**config.mk**
```make
export PLATFORM = sky130hd
export DESIGN_NAME = serial_program_loader_flat
export DESIGN_NICKNAME = d
export VERILOG_FILES = /design/src/rtl/serial_program_loader_pkg.sv /design/src/rtl/serial_program_loader_if.sv /design/src/rtl/serial_program_loader_entry_packer.sv /design/src/rtl/serial_program_loader.sv /design/src/flat_wrapper.sv
export SDC_FILE = /design/constraint.sdc
export NUM_CORES = 1
export LEC_CHECK = 0
export BUFFER_PORTS_ARGS = -buffer_cell sky130_fd_sc_hd__buf_4
export CORE_ASPECT_RATIO = 0.9
export CORE_MARGIN = 8
export CORE_UTILIZATION = 64
export DETAILED_ROUTE_END_ITERATION = 16
export PLACE_DENSITY = 0.86
export SLEW_MARGIN = 20
export SYNTH_ARGS = -nofsm -noshare
export SYNTH_HDL_FRONTEND = slang
export SYNTH_SLANG_ARGS = --single-unit
```
**constraint.sdc**
```tcl
create_clock -name clk -period 8.5 [get_ports clk]
set_input_delay 0.425 -clock clk [delete_from_list [all_inputs] [get_ports clk]]
set_output_delay 0.425 -clock clk [all_outputs]
set_load 0.02 [all_outputs]
```
**src/rtl/serial_program_loader_pkg.sv**
```systemverilog
// Shared types for the serial program loader.
//   program_loader_state_e      : loader FSM states
//   PROGRAM_LOADER_HEADER_BYTES : bytes in the little-endian length header
//   program_loader_length_t     : 32-bit image length / byte counter type
package serial_program_loader_pkg;

  typedef enum logic [2:0] {
    HDR,
    LOAD,
    CSUM,
    FLUSH,
    DONE,
    ERR
  } program_loader_state_e;

  localparam int unsigned PROGRAM_LOADER_HEADER_BYTES = 4;

  typedef logic [31:0] program_loader_length_t;

endpackage

```
**src/rtl/serial_program_loader_if.sv**
```systemverilog
// Byte-stream input and memory write port of the program loader.
//   rxData/rxValid     : received byte and its one-cycle strobe
//   memAccessAddr      : byte address of the entry being written
//   memAccessWriteData : entry data, byte k in bits [8k+7:8k]
//   memAccessWE        : write request
//   memAccessBusy      : memory cannot accept this cycle
// master = loader side, slave = UART / memory side.
interface serial_program_loader_if #(
  parameter int unsigned ENTRY_BYTES = 16,
  parameter int unsigned ADDR_WIDTH  = 32
);

  logic [7:0]               rxData;
  logic                     rxValid;
  logic [ADDR_WIDTH-1:0]    memAccessAddr;
  logic [8*ENTRY_BYTES-1:0] memAccessWriteData;
  logic                     memAccessWE;
  logic                     memAccessBusy;

  modport master (
    input  rxData, rxValid, memAccessBusy,
    output memAccessAddr, memAccessWriteData, memAccessWE
  );

  modport slave (
    output rxData, rxValid, memAccessBusy,
    input  memAccessAddr, memAccessWriteData, memAccessWE
  );

endinterface

```
**src/rtl/serial_program_loader_entry_packer.sv**
```systemverilog
// Packs image bytes into one memory entry and holds a one-entry staging buffer.
//   clk, rstX     : clock, asynchronous active-low reset
//   wr            : a payload byte is presented this cycle
//   lane, data    : byte lane and byte value
//   push          : this byte completes the entry (last lane or final byte)
//   accept        : staging entry is being written to memory this cycle
//   staging_data  : staged entry, unfilled lanes zero
//   staging_valid : staging buffer holds an entry
//   overflow      : entry completed while staging is full and not draining
module serial_program_loader_entry_packer #(
  parameter int unsigned ENTRY_BYTES = 16
) (
  input  logic                         clk,
  input  logic                         rstX,
  input  logic                         wr,
  input  logic [$clog2(ENTRY_BYTES)-1:0] lane,
  input  logic [7:0]                   data,
  input  logic                         push,
  input  logic                         accept,
  output logic [8*ENTRY_BYTES-1:0]     staging_data,
  output logic                         staging_valid,
  output logic                         overflow
);

  logic [8*ENTRY_BYTES-1:0] assembly;
  logic [8*ENTRY_BYTES-1:0] filled;

  // Assembly register with the incoming byte merged in, so a completing
  // byte reaches staging in the same cycle it arrives.
  always_comb begin
    filled = assembly;
    filled[8*lane +: 8] = data;
  end

  assign overflow = push && staging_valid && !accept;

  always_ff @(posedge clk or negedge rstX) begin
    if (!rstX) begin
      assembly      <= '0;
      staging_data  <= '0;
      staging_valid <= 1'b0;
    end else begin
      if (wr) begin
        if (push) assembly <= '0;
        else      assembly <= filled;
      end
      // A fill in the same cycle as an accept takes over the buffer.
      if (push && !overflow) begin
        staging_data  <= filled;
        staging_valid <= 1'b1;
      end else if (accept) begin
        staging_data  <= '0;
        staging_valid <= 1'b0;
      end
    end
  end

endmodule

```
**src/rtl/serial_program_loader.sv**
```systemverilog
// Serial program loader: takes a 4-byte little-endian length header and the
// program image from a UART byte stream, packs bytes into memory entries and
// writes them to consecutive entries from BASE_ADDR.
//   clk, rstX : clock, asynchronous active-low reset
//   bus       : serial_program_loader_if.master (rx byte stream + memory port)
//   done      : image fully written (sticky)
//   error     : header length too large or staging overflow (sticky)
// Optional: define RSD_PROGRAM_LOADER_CHECKSUM_EN to expect a 4-byte
// little-endian sum of all payload bytes after the image; a mismatch ends in
// error once all writes have drained.
module serial_program_loader
  import serial_program_loader_pkg::*;
#(
  parameter int unsigned           ENTRY_BYTES = 16,
  parameter int unsigned           ADDR_WIDTH  = 32,
  parameter logic [ADDR_WIDTH-1:0] BASE_ADDR   = '0,
  parameter logic [31:0]           MAX_BYTES   = 32'h0010_0000
) (
  input  logic                     clk,
  input  logic                     rstX,
  serial_program_loader_if.master  bus,
  output logic                     done,
  output logic                     error
);

  localparam int unsigned LANE_W    = $clog2(ENTRY_BYTES);
  localparam int unsigned HDR_CNT_W = $clog2(PROGRAM_LOADER_HEADER_BYTES);

  program_loader_state_e    state, state_next;
  program_loader_length_t   length_q, byte_count, shifted;
  logic [HDR_CNT_W-1:0]     hdr_count;
  logic [ADDR_WIDTH-1:0]    entry_addr;

  logic [LANE_W-1:0]        lane;
  logic                     byte_wr, last_byte, entry_push, hdr_last;
  logic                     we, accept, overflow, staging_valid;
  logic [8*ENTRY_BYTES-1:0] staging_data;

`ifdef RSD_PROGRAM_LOADER_CHECKSUM_EN
  program_loader_length_t sum_q, csum_q;
`endif

  always_comb begin
    lane       = byte_count[LANE_W-1:0];
    byte_wr    = (state == LOAD) && bus.rxValid;
    last_byte  = (byte_count + 32'd1) == length_q;
    entry_push = byte_wr && ((lane == LANE_W'(ENTRY_BYTES - 1)) || last_byte);
    shifted    = {bus.rxData, length_q[31:8]};
    hdr_last   = hdr_count == HDR_CNT_W'(PROGRAM_LOADER_HEADER_BYTES - 1);
    we         = staging_valid && (state != ERR) && (state != DONE);
    accept     = we && !bus.memAccessBusy;
  end

  serial_program_loader_entry_packer #(
    .ENTRY_BYTES(ENTRY_BYTES)
  ) u_packer (
    .clk          (clk),
    .rstX         (rstX),
    .wr           (byte_wr),
    .lane         (lane),
    .data         (bus.rxData),
    .push         (entry_push),
    .accept       (accept),
    .staging_data (staging_data),
    .staging_valid(staging_valid),
    .overflow     (overflow)
  );

  always_comb begin
    state_next = state;
    case (state)
      HDR: begin
        if (bus.rxValid && hdr_last) begin
          if (shifted == '0)           state_next = DONE;
          else if (shifted > MAX_BYTES) state_next = ERR;
          else                          state_next = LOAD;
        end
      end
      LOAD: begin
        if (overflow) state_next = ERR;
        else if (byte_wr && last_byte) begin
`ifdef RSD_PROGRAM_LOADER_CHECKSUM_EN
          state_next = CSUM;
`else
          state_next = FLUSH;
`endif
        end
      end
`ifdef RSD_PROGRAM_LOADER_CHECKSUM_EN
      CSUM: begin
        if (bus.rxValid && hdr_last) state_next = FLUSH;
      end
`endif
      FLUSH: begin
        // Leaving on the accept cycle lets done rise right after the last write.
        if (!staging_valid || accept) begin
`ifdef RSD_PROGRAM_LOADER_CHECKSUM_EN
          state_next = (sum_q == csum_q) ? DONE : ERR;
`else
          state_next = DONE;
`endif
        end
      end
      default: state_next = state;
    endcase
  end

  always_ff @(posedge clk or negedge rstX) begin
    if (!rstX) begin
      state      <= HDR;
      length_q   <= '0;
      byte_count <= '0;
      hdr_count  <= '0;
      entry_addr <= BASE_ADDR;
    end else begin
      state <= state_next;
      if (state == HDR && bus.rxValid) length_q <= shifted;
      // Header counter wraps to zero after the header and is reused for the checksum.
      if (bus.rxValid && (state == HDR || state == CSUM)) hdr_count <= hdr_count + 1'b1;
      if (byte_wr) byte_count <= byte_count + 32'd1;
      if (accept)  entry_addr <= entry_addr + ADDR_WIDTH'(ENTRY_BYTES);
    end
  end

`ifdef RSD_PROGRAM_LOADER_CHECKSUM_EN
  always_ff @(posedge clk or negedge rstX) begin
    if (!rstX) begin
      sum_q  <= '0;
      csum_q <= '0;
    end else begin
      if (byte_wr) sum_q <= sum_q + {24'd0, bus.rxData};
      if (state == CSUM && bus.rxValid) csum_q <= {bus.rxData, csum_q[31:8]};
    end
  end
`endif

  assign bus.memAccessWE        = we;
  assign bus.memAccessAddr      = entry_addr;
  assign bus.memAccessWriteData = staging_data;
  assign done                   = (state == DONE);
  assign error                  = (state == ERR);

endmodule

```
**src/flat_wrapper.sv**
```systemverilog
// flat-port wrapper written by rule: the top's interface ports become plain ports
module serial_program_loader_flat import serial_program_loader_pkg::*;
#(
  parameter int unsigned           ENTRY_BYTES = 16,
  parameter int unsigned           ADDR_WIDTH  = 32,
  parameter logic [ADDR_WIDTH-1:0] BASE_ADDR   = '0,
  parameter logic [31:0]           MAX_BYTES   = 32'h0010_0000
)
  (clk, rstX, done, error, bus_rxData, bus_rxValid, bus_memAccessBusy, bus_memAccessAddr, bus_memAccessWriteData, bus_memAccessWE);
  serial_program_loader_if #(.ENTRY_BYTES(ENTRY_BYTES), .ADDR_WIDTH(ADDR_WIDTH)) bus_i ();
  input  logic clk;
  input  logic rstX;
  output logic done;
  output logic error;
  input wire logic [$bits(bus_i.rxData)-1:0] bus_rxData;
  input wire logic [$bits(bus_i.rxValid)-1:0] bus_rxValid;
  input wire logic [$bits(bus_i.memAccessBusy)-1:0] bus_memAccessBusy;
  output wire logic [$bits(bus_i.memAccessAddr)-1:0] bus_memAccessAddr;
  output wire logic [$bits(bus_i.memAccessWriteData)-1:0] bus_memAccessWriteData;
  output wire logic [$bits(bus_i.memAccessWE)-1:0] bus_memAccessWE;
  assign bus_i.rxData = bus_rxData;
  assign bus_i.rxValid = bus_rxValid;
  assign bus_i.memAccessBusy = bus_memAccessBusy;
  assign bus_memAccessAddr = bus_i.memAccessAddr;
  assign bus_memAccessWriteData = bus_i.memAccessWriteData;
  assign bus_memAccessWE = bus_i.memAccessWE;
  serial_program_loader #(.ENTRY_BYTES(ENTRY_BYTES), .ADDR_WIDTH(ADDR_WIDTH), .BASE_ADDR(BASE_ADDR), .MAX_BYTES(MAX_BYTES)) u_core (.clk(clk), .rstX(rstX), .bus(bus_i), .done(done), .error(error));
endmodule
```
==> qor_table.md, run 1 <==
| Stage | Metric | Value |
| --- | --- | --- |
| run status | Result of the run | finished with violations |
| run status | Failing checks | hold timing |
| logic synthesis | Share of async-settable or async-resettable flops after synthesis | 100% |
| placed design | Detailed Place HPWL | 28500 um |
| critical path | Kind of start point of the critical path | flop |
| route | Aggregate routed wire length | 44300 um |
| clocking | Post-CTS resize count | 0 |
| grt | Largest net degree at the start of global routing | 181 |
| route | Total via count after detailed routing | 13000 |
| sta | Final setup violation count | 0 |
| clocking | TritonCTS clock tree | built |
| logic synthesis | Post-synthesis sequential area ratio | 54.5% |
| final layout | Area used by sequential logic in the layout | 8860 um2 |
| power and ir drop | Pwr dens | 297 nW/um2 |
| grt | Number of antenna violations at the first check in global routing | 0 |
| sta | Worst setup skew after layout | 0.0156 ns |
| critical path | Cells along the critical path | ha_1 > nand3_1 > o21ai_0 > nand3_1 > nor3_1 > nand4_1 > or4_1 > or4_1 > a21o_4 > buf_4 > o2bb2ai_1 |
| route | Average detailed-routed wire length per instance | 22.2 um |
| sta | Number of hold violations in the final report | 19 |
| sta | Fin crit period | 5.17 ns |
| route | Number of design rule violations left after detail routing | 0 |
| route | Via density per instance | 6.52 |
| power and ir drop | Sequential cell fraction of total power | 41.7% |
| critical path | Critical path class | reg2reg |
| power and ir drop | Net switching power | 2.00 mW |
| logic synthesis | Post-synthesis average cell area | 10.8 um2 |
| route | Number of detailed-route iterations in the first pass | 5 |
| grt | Number of global-route vias before repair | 13000 |
| final layout | Antenna diode count | 0 |
| grt | GRT overflow | 0 |
| sta | Maximum clock rate | 0.193 GHz |
| grt | All-Layer GR Usage | 28.5% |
| clocking | Number of H-tree branching levels | 2 |
| final layout | Core utilization of the finished layout | 75.2% |
| power and ir drop | Leakage power figure | 8.26 nW |
| final layout | Filler cell count | 1640 |
| logic synthesis | Number of library cell types mapped by synthesis | 56 |
| sta | Sum of negative setup slack | 0 ns |
| logic synthesis | Flop and latch count out of synthesis | 354 |
| placed design | Number of placed cells counting well taps | 1930 |
| die | Vertical extent of the die | 167 um |
| placed design | PortBufs | 170 |
| clocking | Total clock buffers created by CTS | 36 |
| critical path | CP delay by family, top | simple AND/OR/NAND/NOR gates |
| power and ir drop | Switching portion of total power | 35.8% |
| logic synthesis | Post-Synthesis Cell Area | 16200 um2 |
| min path | Type of the tightest min-delay check | in2async |
| die | Die area | 30700 um2 |
| sta | Part of the cycle the worst path needs | 60.8% |
| flow run | Max-cap check violation count | 0 |
| clocking | Max Root-Sink Buffers | 3 |
| critical path | Required time reported for the critical path endpoint | 8.87 ns |
| final layout | Multi-input logic area | 6910 um2 |
| power and ir drop | Clock share of power | 29.5% |
| sta | Fin. max-slew vios | 0 |
| logic synthesis | Most instantiated flip-flop cell in the synthesis netlist | dfrtp_1 |
| clocking | Post-CTS setup-driven buffer insertion count | 0 |
| final layout | Final instance count without filler cells | 1994 |
| final layout | Total number of nets in the final design | 1645 |
| power and ir drop | Internal | 3.59 mW |
| critical path | Kind of end point of the critical path | flop |
| die | Io pins | 175 |
| power and ir drop | Worst-case vdd ir drop | 0.168 mV |
| sta | Setup repair after global routing missed its margin | false |
| placed design | Final weighted congestion in routability-driven placement | 0.902 |
| route | 1st-iter DRT viols | 1639 |
| critical path | Arr. time, crit path | 5.54 ns |
| clocking | Clock root buffer master | clkbuf_16 |
| logic synthesis | Gate Count Post-Synth | 1505 |
| clocking | CTS sink count | 354 |
| power and ir drop | Power Total | 5.59 mW |
| sta | Fin Hold WS | -0.0178 ns |
| die | Core area | 25000 um2 |
| clocking | Worst-skew pair later-pin latency | 0.53 ns |
| final layout | Post-synthesis to final-layout area growth | 16.0% |
| critical path | Worst-path maximum fanout | 72 |
| critical path | Sum of buffers and inverters on the critical path | 1 |
| logic synthesis | Count of flip-flops with a built-in enable after synthesis | 0 |
| die | Die W | 184 um |
| clocking | Count of hold-fix buffers inserted at cts | 0 |
| critical path | Max stage delay on crit path | 0.78 ns |
| route | Count of antenna-violating nets left after detailed routing | 0 |
| power and ir drop | Part of the total power dissipated in combinational logic | 28.8% |
| sta | Worst-Margin Slew | 1.20 ns |
| grt | Global-route wire length before repair | 71200 um |
| sta | Max-Slew Margin vs Limit | 19.6% |
| critical path | Slowest cell on crit path | or4_1 |
| die | # rows | 55 |
| final layout | Fraction of layout instances using a drive strength above 1 | 18.0% |
| clocking | Clock-pin slew of the registers on the worst-case setup and hold paths | 0.06 ns |
| logic synthesis | Total of warnings raised by yosys | 0 |
| die | Initial core utilization | 64.9% |
-- power groups by stage --
stage,registers (mW),clock network [mW],logic (mW)
floorplan,2.29,0,1.11
global placement,2.32,0,1.52
detailed placement,2.34,0,1.58
CTS,2.32,1.65,1.59
global route,2.36,1.72,1.74
finish,2.33,1.65,1.61
-- path summary, 6_finish.rpt --
| check | cells after the start | startpoint | to | slack (ns) |
|---|---|---|---|---|
| max | 11 | u_core.byte_count[0]$_DFFE_PN0P_ | u_core.u_packer.staging_data[77]$_DFFE_PN0P_ | 3.33 |
| min | 1 | rstX | u_core.byte_count[23]$_DFFE_PN0P_ | -0.02 |
| max reg2reg | 11 | u_core.byte_count[0]$_DFFE_PN0P_ | u_core.u_packer.staging_data[77]$_DFFE_PN0P_ | 3.33 |
| min reg2reg | 1 | u_core.bus.memAccessAddr[31]$_DFFE_PN0P_ | u_core.bus.memAccessAddr[31]$_DFFE_PN0P_ | 0.47 |
| max in group asynchronous | 2 | rstX | u_core.u_packer.staging_data[61]$_DFFE_PN0P_ | 7.07 |
| min in group clk | 2 | bus_rxData[1] | u_core.u_packer.assembly[97]$_DFFE_PN0P_ | 0.32 |
-- metal layers --
layer,wire length (um),GRT usage [%],share of wire [%],up-vias
met5,0,0,0,-
met4,1450,9.39,3.3,0
met3,3910,5.65,8.8,123
met2,20400,43.7,46,655
met1,18500,40.3,42,6457
li1,-,-,-,5757
-- logic make-up (layout without fill, tap and decap cells) --
logic type	count (synthesis)	after routing	share of synthesized area (%)
buffers and inverters	110	254	3.25
other	1	4	0.0231
adders and majority gates	7	7	0.539
AOI/OAI and AO/OA	429	429	19.9
muxes	42	42	2.84
DFF	354	354	54.5
xor gates and xnor gates	106	106	5.72
and+or+nand+nor	456	456	13.2
-- state kept, by name, summed over array words and instances (netlist names) --
signal / cells
u_core.length_q: 32
u_core.byte_count: 32
u_core.u_packer.assembly: 128
u_core.bus.memAccessAddr: 28
u_core.u_packer.staging_valid: 1
u_core.u_packer.staging_data: 128
u_core.hdr_count: 2
u_core.state: 3
-- final cells by class --
class	instances	area share, %
Sequential cell	354	47.0
Multi-Input combinational cell	1044	36.7
Timing Repair Buffer	179	7.26
Clock buffer	45	5.35
Tap cell	342	2.27
Clock inverter	19	1.18
Inverter	11	0.219
-- cell usage in the layout (no fill, tap or decap), types with 3 or more instances in the layout --
cell,Yosys,routed
a32o_1,24,24
xnor2_1,64,64
nand2b_1,8,8
o31ai_1,18,15
o2bb2ai_1,217,217
bufinv_16,0,4
o31ai_2,0,3
o21a_1,3,3
nand3_1,26,26
and4_1,7,7
nor3b_1,3,3
nor4_2,3,3
nor3_1,25,23
nor2_1,175,175
conb_1,1,4
nor2b_1,5,5
nor3_2,1,3
clkbuf_8,0,3
xor2_1,42,42
inv_1,10,10
mux2i_1,9,9
or4_1,6,6
and3_1,11,11
nor4_1,13,13
clkbuf_16,0,38
clkbuf_1,69,4
a211oi_1,5,5
buf_4,6,176
ha_1,7,7
a21oi_1,133,133
mux2_2,33,33
nand4_1,41,41
clkinv_2,0,9
clkinvlp_4,0,3
dfrtp_1,354,354
nand2_1,113,113
a31o_2,9,9
and2_1,9,9
o21ai_0,7,6
-- worst reg2reg max path: stages, from the launching register on --
cell and delay, ns:
dfrtp_1 0.65, ha_1 0.34, nand3_1 0.61, o21ai_0 0.40, nand3_1 0.10, nor3_1 0.30, nand4_1 0.13, or4_1 0.40
or4_1 0.78, a21o_4 0.54, buf_4 0.44, o2bb2ai_1 0.33
-- metrics by stage --
step | area (um2) | setup slack, ns
floorplan | 16300 | 5.04
global placement | 17600 | 3.65
detailed placement | 17600 | 3.52
CTS | 18800 | 3.45
global route | 18800 | 3.03
finish | 18800 | 3.33
-- synthesized netlist by cell type (all sizes together), types with 16 or more instances --
master,count,share of area [%]
nand2,113,2.6
nor3,26,0.83
xnor2,64,3.5
buf,30,1.4
a21oi,133,4.1
clkbuf,69,1.6
nor4,16,0.73
nand3,26,0.80
nand4,41,1.6
dfrtp,354,55
o31ai,18,0.83
nor2,175,4.0
o2bb2ai,217,12
a32o,24,1.5
mux2,33,2.3
xor2,42,2.3
No activity file was read; power rests on OpenSTA's default activity.
==> run 2, diff against run 1 <==
Settings changed: CORE_UTILIZATION 64 to 59, PLACE_DENSITY 0.86 to 0.8.
Clock period 8.5 ns to 5.42 ns, I/O delays scaled along.
==> qor_table.md, run 2 (synthesis gave the netlist of run 1 again) <==
| Stage | Metric | Value |
| --- | --- | --- |
| critical path | Worst-path maximum fanout | 59 |
| grt | Largest net degree at the start of global routing | 129 |
| route | Average detailed-routed wire length per instance | 22.0 um |
| final layout | Registers with the most flip-flops | u_core.u_packer.assembly: 128 flops, u_core.u_packer.staging_data: 128 flops |
| route | Highest metal used | met4 |
| grt | Number of global-route vias before repair | 13000 |
| power and ir drop | Switching portion of total power | 35.6% |
| critical path | Slowest cell on crit path | dfrtp_1 |
| placed design | Final weighted congestion in routability-driven placement | 0.869 |
| route | 1st-iter DRT viols | 1454 |
| die | Core area | 27000 um2 |
| die | Die area | 33100 um2 |
| placed design | Placement-stage cell area | 17700 um2 |
| power and ir drop | Power Total | 8.81 mW |
| critical path | Most used cell, CP | nand4_1 |
| final layout | Core utilization of the finished layout | 70.1% |
| critical path | Kind of end point of the critical path | flop |
| grt | GRT overflow | 0 |
| power and ir drop | Worst-case vdd ir drop | 0.242 mV |
| die | # rows | 57 |
| clocking | Worst-skew pair later-pin latency | 0.53 ns |
| power and ir drop | Internal | 5.67 mW |
| sta | Worst setup skew after layout | 0.0160 ns |
| critical path | Endpoint of the lowest-slack register-to-register path | u_core.u_packer.staging_data[105]$_DFFE_PN0P_ |
| sta | Final setup violation count | 0 |
| clocking | Post-CTS setup-driven buffer insertion count | 0 |
| run status | Result of the run | completed |
| die | Die W | 191 um |
| power and ir drop | Pwr dens | 465 nW/um2 |
| critical path | R2R Path Start | u_core.byte_count[0]$_DFFE_PN0P_ |
| die | Io pins | 175 |
| final layout | Highest-count cells in the layout ignoring fill and taps | 354 x dfrtp_1, 217 x o2bb2ai_1, 182 x buf_4 |
| sta | Setup repair after global routing missed its margin | false |
| sta | Fin crit period | 4.55 ns |
| route | Via density per instance | 6.40 |
| sta | Max-Slew Margin vs Limit | 26.4% |
| route | Count of antenna-violating nets left after detailed routing | 0 |
| route | Number of detailed-route iterations in the first pass | 6 |
| final layout | Post-synthesis to final-layout area growth | 16.7% |
| critical path | Required time reported for the critical path endpoint | 5.82 ns |
| min path | Worst Hold Launch | bus_rxData[1] |
| power and ir drop | Clock share of power | 29.8% |
| grt | All-Layer GR Usage | 26.7% |
| route | Detailed route wirelength on metal3 | 3710 um |
| placed design | Pre-CTS setup slack | 0.994 ns |
| die | Initial core utilization | 60.1% |
| clocking | Clock-pin slew of the registers on the worst-case setup and hold paths | 0.07 ns |
| final layout | Antenna diode count | 0 |
| route | Number of design rule violations left after detail routing | 0 |
| clocking | Clock root buffer master | clkbuf_16 |
| critical path | Cells along the critical path | ha_1 > nand4_1 > nor2_1 > nand4_1 > a211oi_1 > nand4_1 > or4_1 > or4_1 > a21o_4 > buf_4 > o2bb2ai_1 |
| final layout | Final instance count without filler cells | 2017 |
| clocking | TritonCTS clock tree | built |
| sta | Number of hold violations in the final report | 0 |
| power and ir drop | Net switching power | 3.14 mW |
| power and ir drop | Part of the total power dissipated in combinational logic | 28.7% |
| critical path | Kind of start point of the critical path | flop |
| power and ir drop | Sequential cell fraction of total power | 41.4% |
| placed design | Detailed Place HPWL | 29200 um |
| grt | Global-route wire length before repair | 71800 um |
| critical path | Critical path class | reg2reg |
| critical path | Sum of buffers and inverters on the critical path | 1 |
| critical path | Worst R2R Path Depth | 11 |
| clocking | Total clock buffers created by CTS | 37 |
| placed design | Number of placed cells counting well taps | 1949 |
| min path | Type of the tightest min-delay check | in2reg |
| final layout | Layout Cell Area excl Fill | 19000 um2 |
| clocking | Number of H-tree branching levels | 2 |
| die | Vertical extent of the die | 173 um |
| route | Aggregate routed wire length | 44400 um |
| placed design | PortBufs | 170 |
| route | Detail Route met2 WL | 20100 um |
| min path | Instance count along the most critical hold path | 2 |
| final layout | Total number of nets in the final design | 1654 |
| clocking | Post-CTS resize count | 0 |
| grt | Number of antenna violations at the first check in global routing | 0 |
| critical path | CP delay by family, top | simple AND/OR/NAND/NOR gates |
| sta | Fin. max-slew vios | 0 |
| route | Total via count after detailed routing | 12900 |
| sta | Worst-Margin Slew | 1.09 ns |
| sta | Maximum clock rate | 0.220 GHz |
| sta | Post-route worst setup slack | 0.873 ns |
| critical path | Max stage delay on crit path | 0.65 ns |
| route | Detailed-routing wirelength on met1 | 19300 um |
| critical path | Arr. time, crit path | 4.94 ns |
| final layout | Fraction of layout instances using a drive strength above 1 | 18.3% |
| final layout | Most common cell after layout, fill and taps aside | dfrtp_1 |
| clocking | Max Root-Sink Buffers | 3 |
| sta | Fin Hold WS | 0.167 ns |
| power and ir drop | Leakage power figure | 8.33 nW |
| clocking | CTS sink count | 354 |
| sta | Part of the cycle the worst path needs | 83.9% |
| min path | Worst-case hold path end point | u_core.length_q[25]$_DFFE_PN0P_ |
| clocking | Count of hold-fix buffers inserted at cts | 1 |
| critical path | R2r setup slk | 0.87 ns |
| critical path | Worst setup path startpoint | u_core.byte_count[0]$_DFFE_PN0P_ |
| sta | Sum of negative setup slack | 0 ns |
| flow run | Max-cap check violation count | 0 |
run 2: metal layers:
metal	up-vias	global-route usage, %
li1	5776	-
met1	6436	38.1
met2	596	39.8
met3	92	5.67
met4	0	9.01
met5	-	0
run 2: cell type report:
| cell class | count | area (um2) |
|---|---|---|
| tap | 354 | 443 |
| sequential | 354 | 8860 |
| multi-input combinational | 1044 | 6910 |
| clock buffer | 46 | 990 |
| clock inverter | 21 | 265 |
| timing repair buffer | 187 | 1450 |
| inverter | 11 | 41.3 |
| fill | 1942 | 8070 |
run 2: how the worst max path moves through the flow:
| stage | end | slack [ns] | depth (start not counted) |
|---|---|---|---|
| 4_1_cts | u_core.u_packer.staging_data[105]$_DFFE_PN0P_ | 0.94 | 11 |
| 2_1_floorplan | u_core.u_packer.staging_data[117]$_DFFE_PN0P_ | 1.96 | 13 |
| 3_5_place_dp | u_core.u_packer.staging_data[100]$_DFFE_PN0P_ | 0.99 | 11 |
| 3_3_place_gp | u_core.u_packer.staging_data[97]$_DFFE_PN0P_ | 1.15 | 11 |
| 5_1_grt | u_core.u_packer.staging_data[105]$_DFFE_PN0P_ | 0.55 | 11 |
| 6_report | u_core.u_packer.staging_data[105]$_DFFE_PN0P_ | 0.87 | 11 |
run 2: worst reg2reg max path, cell delays in order, from the launching register on:
cell	delay (ns)
dfrtp_1	0.65
ha_1	0.34
nand4_1	0.46
nor2_1	0.54
nand4_1	0.18
a211oi_1	0.28
nand4_1	0.10
or4_1	0.42
or4_1	0.48
a21o_4	0.44
buf_4	0.36
o2bb2ai_1	0.17
run 2: power groups by stage:
| stage | combinational, mW | clock [mW] | sequential (mW) |
|---|---|---|---|
| 5_1_grt | 2.76 | 2.78 | 3.71 |
| 3_3_place_gp | 2.42 | 0 | 3.65 |
| 3_5_place_dp | 2.49 | 0 | 3.66 |
| 6_report | 2.53 | 2.63 | 3.65 |
| 4_1_cts | 2.51 | 2.67 | 3.63 |
| 2_1_floorplan | 1.74 | 0 | 3.59 |
==> run 3, diff against run 2 <==
Settings changed: ABC_AREA from default to 1, CORE_UTILIZATION 59 to 60, PLACE_DENSITY 0.8 to 0.81.
Clock period 5.42 ns to 4.7 ns, I/O delays scaled along.
==> qor_table.md, run 3 <==
| Stage | Metric | Value |
| --- | --- | --- |
| final layout | Multi-input logic area | 7270 um2 |
| critical path | Required time reported for the critical path endpoint | 5.08 ns |
| power and ir drop | Leakage power figure | 9.23 nW |
| critical path | Worst R2R Path Depth | 7 |
| final layout | Filler cell count | 2239 |
| final layout | Antenna diode count | 0 |
| logic synthesis | Flop and latch count out of synthesis | 354 |
| clocking | Count of hold-fix buffers inserted at cts | 1 |
| route | Via density per instance | 5.93 |
| logic synthesis | Cell taking the most area after synthesis | dfrtp_1 |
| logic synthesis | Gate Count Post-Synth | 2087 |
| route | Number of design rule violations left after detail routing | 0 |
| power and ir drop | Power Total | 6.03 mW |
| critical path | Kind of end point of the critical path | flop |
| sta | Fin Hold WS | 0.0486 ns |
| final layout | Registers with the most flip-flops | u_core.u_packer.assembly: 128 flops, u_core.u_packer.staging_data: 128 flops |
| die | Core area | 28700 um2 |
| critical path | Critical path class | reg2reg |
| logic synthesis | Share of async-settable or async-resettable flops after synthesis | 100% |
| logic synthesis | Post-synthesis sequential area ratio | 51.0% |
| logic synthesis | Most frequent cells after synthesis | 499 x nand2_1, 354 x dfrtp_1, 218 x nand3_1 |
| power and ir drop | Worst-case vdd ir drop | 0.300 mV |
| logic synthesis | Leading post-synthesis cells by cell area | dfrtp_1 51%, nand2_1 11%, nand3_1 6.3%, o31ai_1 5.6%, o21ai_0 4.4% |
| grt | Largest net degree at the start of global routing | 131 |
| die | Die area | 34700 um2 |
| critical path | Kind of start point of the critical path | flop |
| final layout | Total number of nets in the final design | 2216 |
| run status | Result of the run | completed |
| logic synthesis | Area share of the largest cell type after synthesis | 51.0% |
| logic synthesis | Post-synthesis average cell area | 8.32 um2 |
| sta | Maximum clock rate | 0.266 GHz |
| clocking | Worst-skew pair later-pin latency | 0.53 ns |
| min path | Type of the tightest min-delay check | in2reg |
| logic synthesis | Count of flip-flops with a built-in enable after synthesis | 0 |
| sta | Fin crit period | 3.76 ns |
| sta | Final setup violation count | 0 |
| logic synthesis | Most instantiated flip-flop cell in the synthesis netlist | dfrtp_1 |
| final layout | Fraction of layout instances using a drive strength above 1 | 13.5% |
| final layout | Post-synthesis to final-layout area growth | 14.7% |
| critical path | Arr. time, crit path | 4.14 ns |
| sta | Part of the cycle the worst path needs | 79.9% |
| final layout | Layout Cell Area excl Fill | 19900 um2 |
| placed design | Final weighted congestion in routability-driven placement | 0.921 |
| clocking | Clock-pin slew of the registers on the worst-case setup and hold paths | 0.06 ns |
| placed design | Detailed Place HPWL | 34500 um |
| critical path | Critical path capture point | u_core.u_packer.assembly[20]$_DFFE_PN0P_ |
| clocking | TritonCTS clock tree | built |
| critical path | R2r setup slk | 0.94 ns |
| placed design | Placement-stage cell area | 18700 um2 |
| logic synthesis | Most used standard cell by instance count after synthesis | nand2_1 |
| die | Die W | 195 um |
| placed design | Pre-CTS setup slack | 1.04 ns |
| critical path | Worst setup path startpoint | u_core.byte_count[0]$_DFFE_PN0P_ |
| final layout | Final instance count without filler cells | 2586 |
| clocking | Clock root buffer master | clkbuf_16 |
| sta | Setup repair after global routing missed its margin | false |
| critical path | R2R Path Start | u_core.byte_count[0]$_DFFE_PN0P_ |
| critical path | Worst-path maximum fanout | 22 |
| final layout | Most common cell after layout, fill and taps aside | nand2_1 |
| sta | Max-Slew Margin vs Limit | 24.6% |
| route | 1st-iter DRT viols | 1776 |
| clocking | Total clock buffers created by CTS | 37 |
| sta | Post-route worst setup slack | 0.944 ns |
| logic synthesis | Total of warnings raised by yosys | 0 |
| clocking | Post-CTS setup-driven buffer insertion count | 0 |
| die | Initial core utilization | 60.5% |
| flow run | Max-cap check violation count | 0 |
| route | Average detailed-routed wire length per instance | 19.5 um |
| logic synthesis | Post-Synthesis Cell Area | 17400 um2 |
| final layout | Highest-count cells in the layout ignoring fill and taps | 498 x nand2_1, 354 x dfrtp_1, 218 x nand3_1 |
| clocking | CTS sink count | 354 |
| route | Number of detailed-route iterations in the first pass | 5 |
| critical path | Endpoint of the lowest-slack register-to-register path | u_core.u_packer.assembly[20]$_DFFE_PN0P_ |
| sta | Worst-Margin Slew | 1.13 ns |
| route | Total via count after detailed routing | 15300 |
| logic synthesis | Number of library cell types mapped by synthesis | 41 |
| placed design | PortBufs | 170 |
| route | Count of antenna-violating nets left after detailed routing | 0 |
| final layout | Core utilization of the finished layout | 69.4% |
| placed design | Number of placed cells counting well taps | 2523 |
| sta | Sum of negative setup slack | 0 ns |
| die | Io pins | 175 |
| power and ir drop | Pwr dens | 303 nW/um2 |
| grt | GRT overflow | 0 |
| grt | All-Layer GR Usage | 28.8% |
| die | Vertical extent of the die | 177 um |
| sta | Fin. max-slew vios | 0 |
| sta | Worst setup skew after layout | 0.0134 ns |
| route | Aggregate routed wire length | 50400 um |
| die | # rows | 59 |
| clocking | Post-CTS resize count | 0 |
| sta | Number of hold violations in the final report | 0 |
| final layout | Area used by sequential logic in the layout | 8860 um2 |
| grt | Number of antenna violations at the first check in global routing | 2 |
| grt | Global-route wire length before repair | 80500 um |
| clocking | Max Root-Sink Buffers | 3 |
| clocking | Number of H-tree branching levels | 2 |
| grt | Number of global-route vias before repair | 14800 |
## run 3: cell count changes in the layout (fill, tap and decap cells not counted), moves of 22 or more
cell	delta
o21ai_0	+145
xor2_1	-22
nand2_1	+385
nand4_1	-25
xnor2_1	-53
mux2_2	-32
inv_1	+158
a21oi_1	-102
nand3_1	+192
o31ai_1	+114
a32o_1	-24
nor2_1	-56
o2bb2ai_1	-217
o21ai_1	+111
## run 3: worst min path at each step
stage                                 start                                  endpoint  slack, ns  cells past startpoint
after floorplan                        rstX  u_core.bus.memAccessAddr[10]$_DFFE_PN0P_      -0.06                      0
after global placement                 rstX         u_core.byte_count[17]$_DFFE_PN0P_       0.36                      1
after detailed placement               rstX         u_core.byte_count[17]$_DFFE_PN0P_       0.36                      1
after CTS                 bus_memAccessBusy   u_core.bus.memAccessAddr[5]$_DFFE_PN0P_       0.04                      4
after global routing      bus_memAccessBusy   u_core.bus.memAccessAddr[5]$_DFFE_PN0P_       0.05                      4
final                     bus_memAccessBusy   u_core.bus.memAccessAddr[5]$_DFFE_PN0P_       0.05                      4
## run 3: kinds of logic after synthesis
| kind of cell | count (synthesis) | synth area share [%] |
|---|---|---|
| adder cells (fa/ha/maj) | 7 | 0.504 |
| multiplexers | 16 | 0.929 |
| AND/OR/NAND/NOR | 930 | 23.2 |
| other | 1 | 0.0216 |
| flip-flops | 354 | 51.0 |
| AO/OA/AOI/OAI | 449 | 15.3 |
| buffers and inverters | 299 | 7.45 |
| XOR/XNOR | 31 | 1.56 |
## run 3: area by class of cell
class	count	share of cell area, %
Multi-Input combinational cell	1437	36.5
Clock buffer	57	5.48
Tap cell	366	2.30
Clock inverter	5	0.339
Sequential cell	354	44.5
Timing Repair Buffer	192	7.62
Inverter	175	3.31
## run 3: power by group
part           internal [mW]  total, mW  leakage (nW)  switching (mW)
Combinational         0.0224      0.126          3.82           0.104
Sequential              3.05       3.06          4.85         0.00448
Clock                   1.65       2.85         0.562            1.20
## run 3: critical path: stages, from the launching register on
cell	delay (ns)
dfrtp_1	0.53
inv_2	0.25
ha_1	0.71
inv_1	0.48
nor2_1	0.39
nand3_1	0.50
o21ai_0	0.60
o31ai_1	0.13
## run 3: routing by layer
| layer | wire, um | track usage [%] | part of all wire (%) |
|---|---|---|---|
| met5 | 0 | 0 | 0 |
| met4 | 2000 | 11.1 | 4.0 |
| met2 | 22400 | 44.2 | 44 |
| met3 | 3960 | 5.02 | 7.9 |
| met1 | 22000 | 40.6 | 44 |
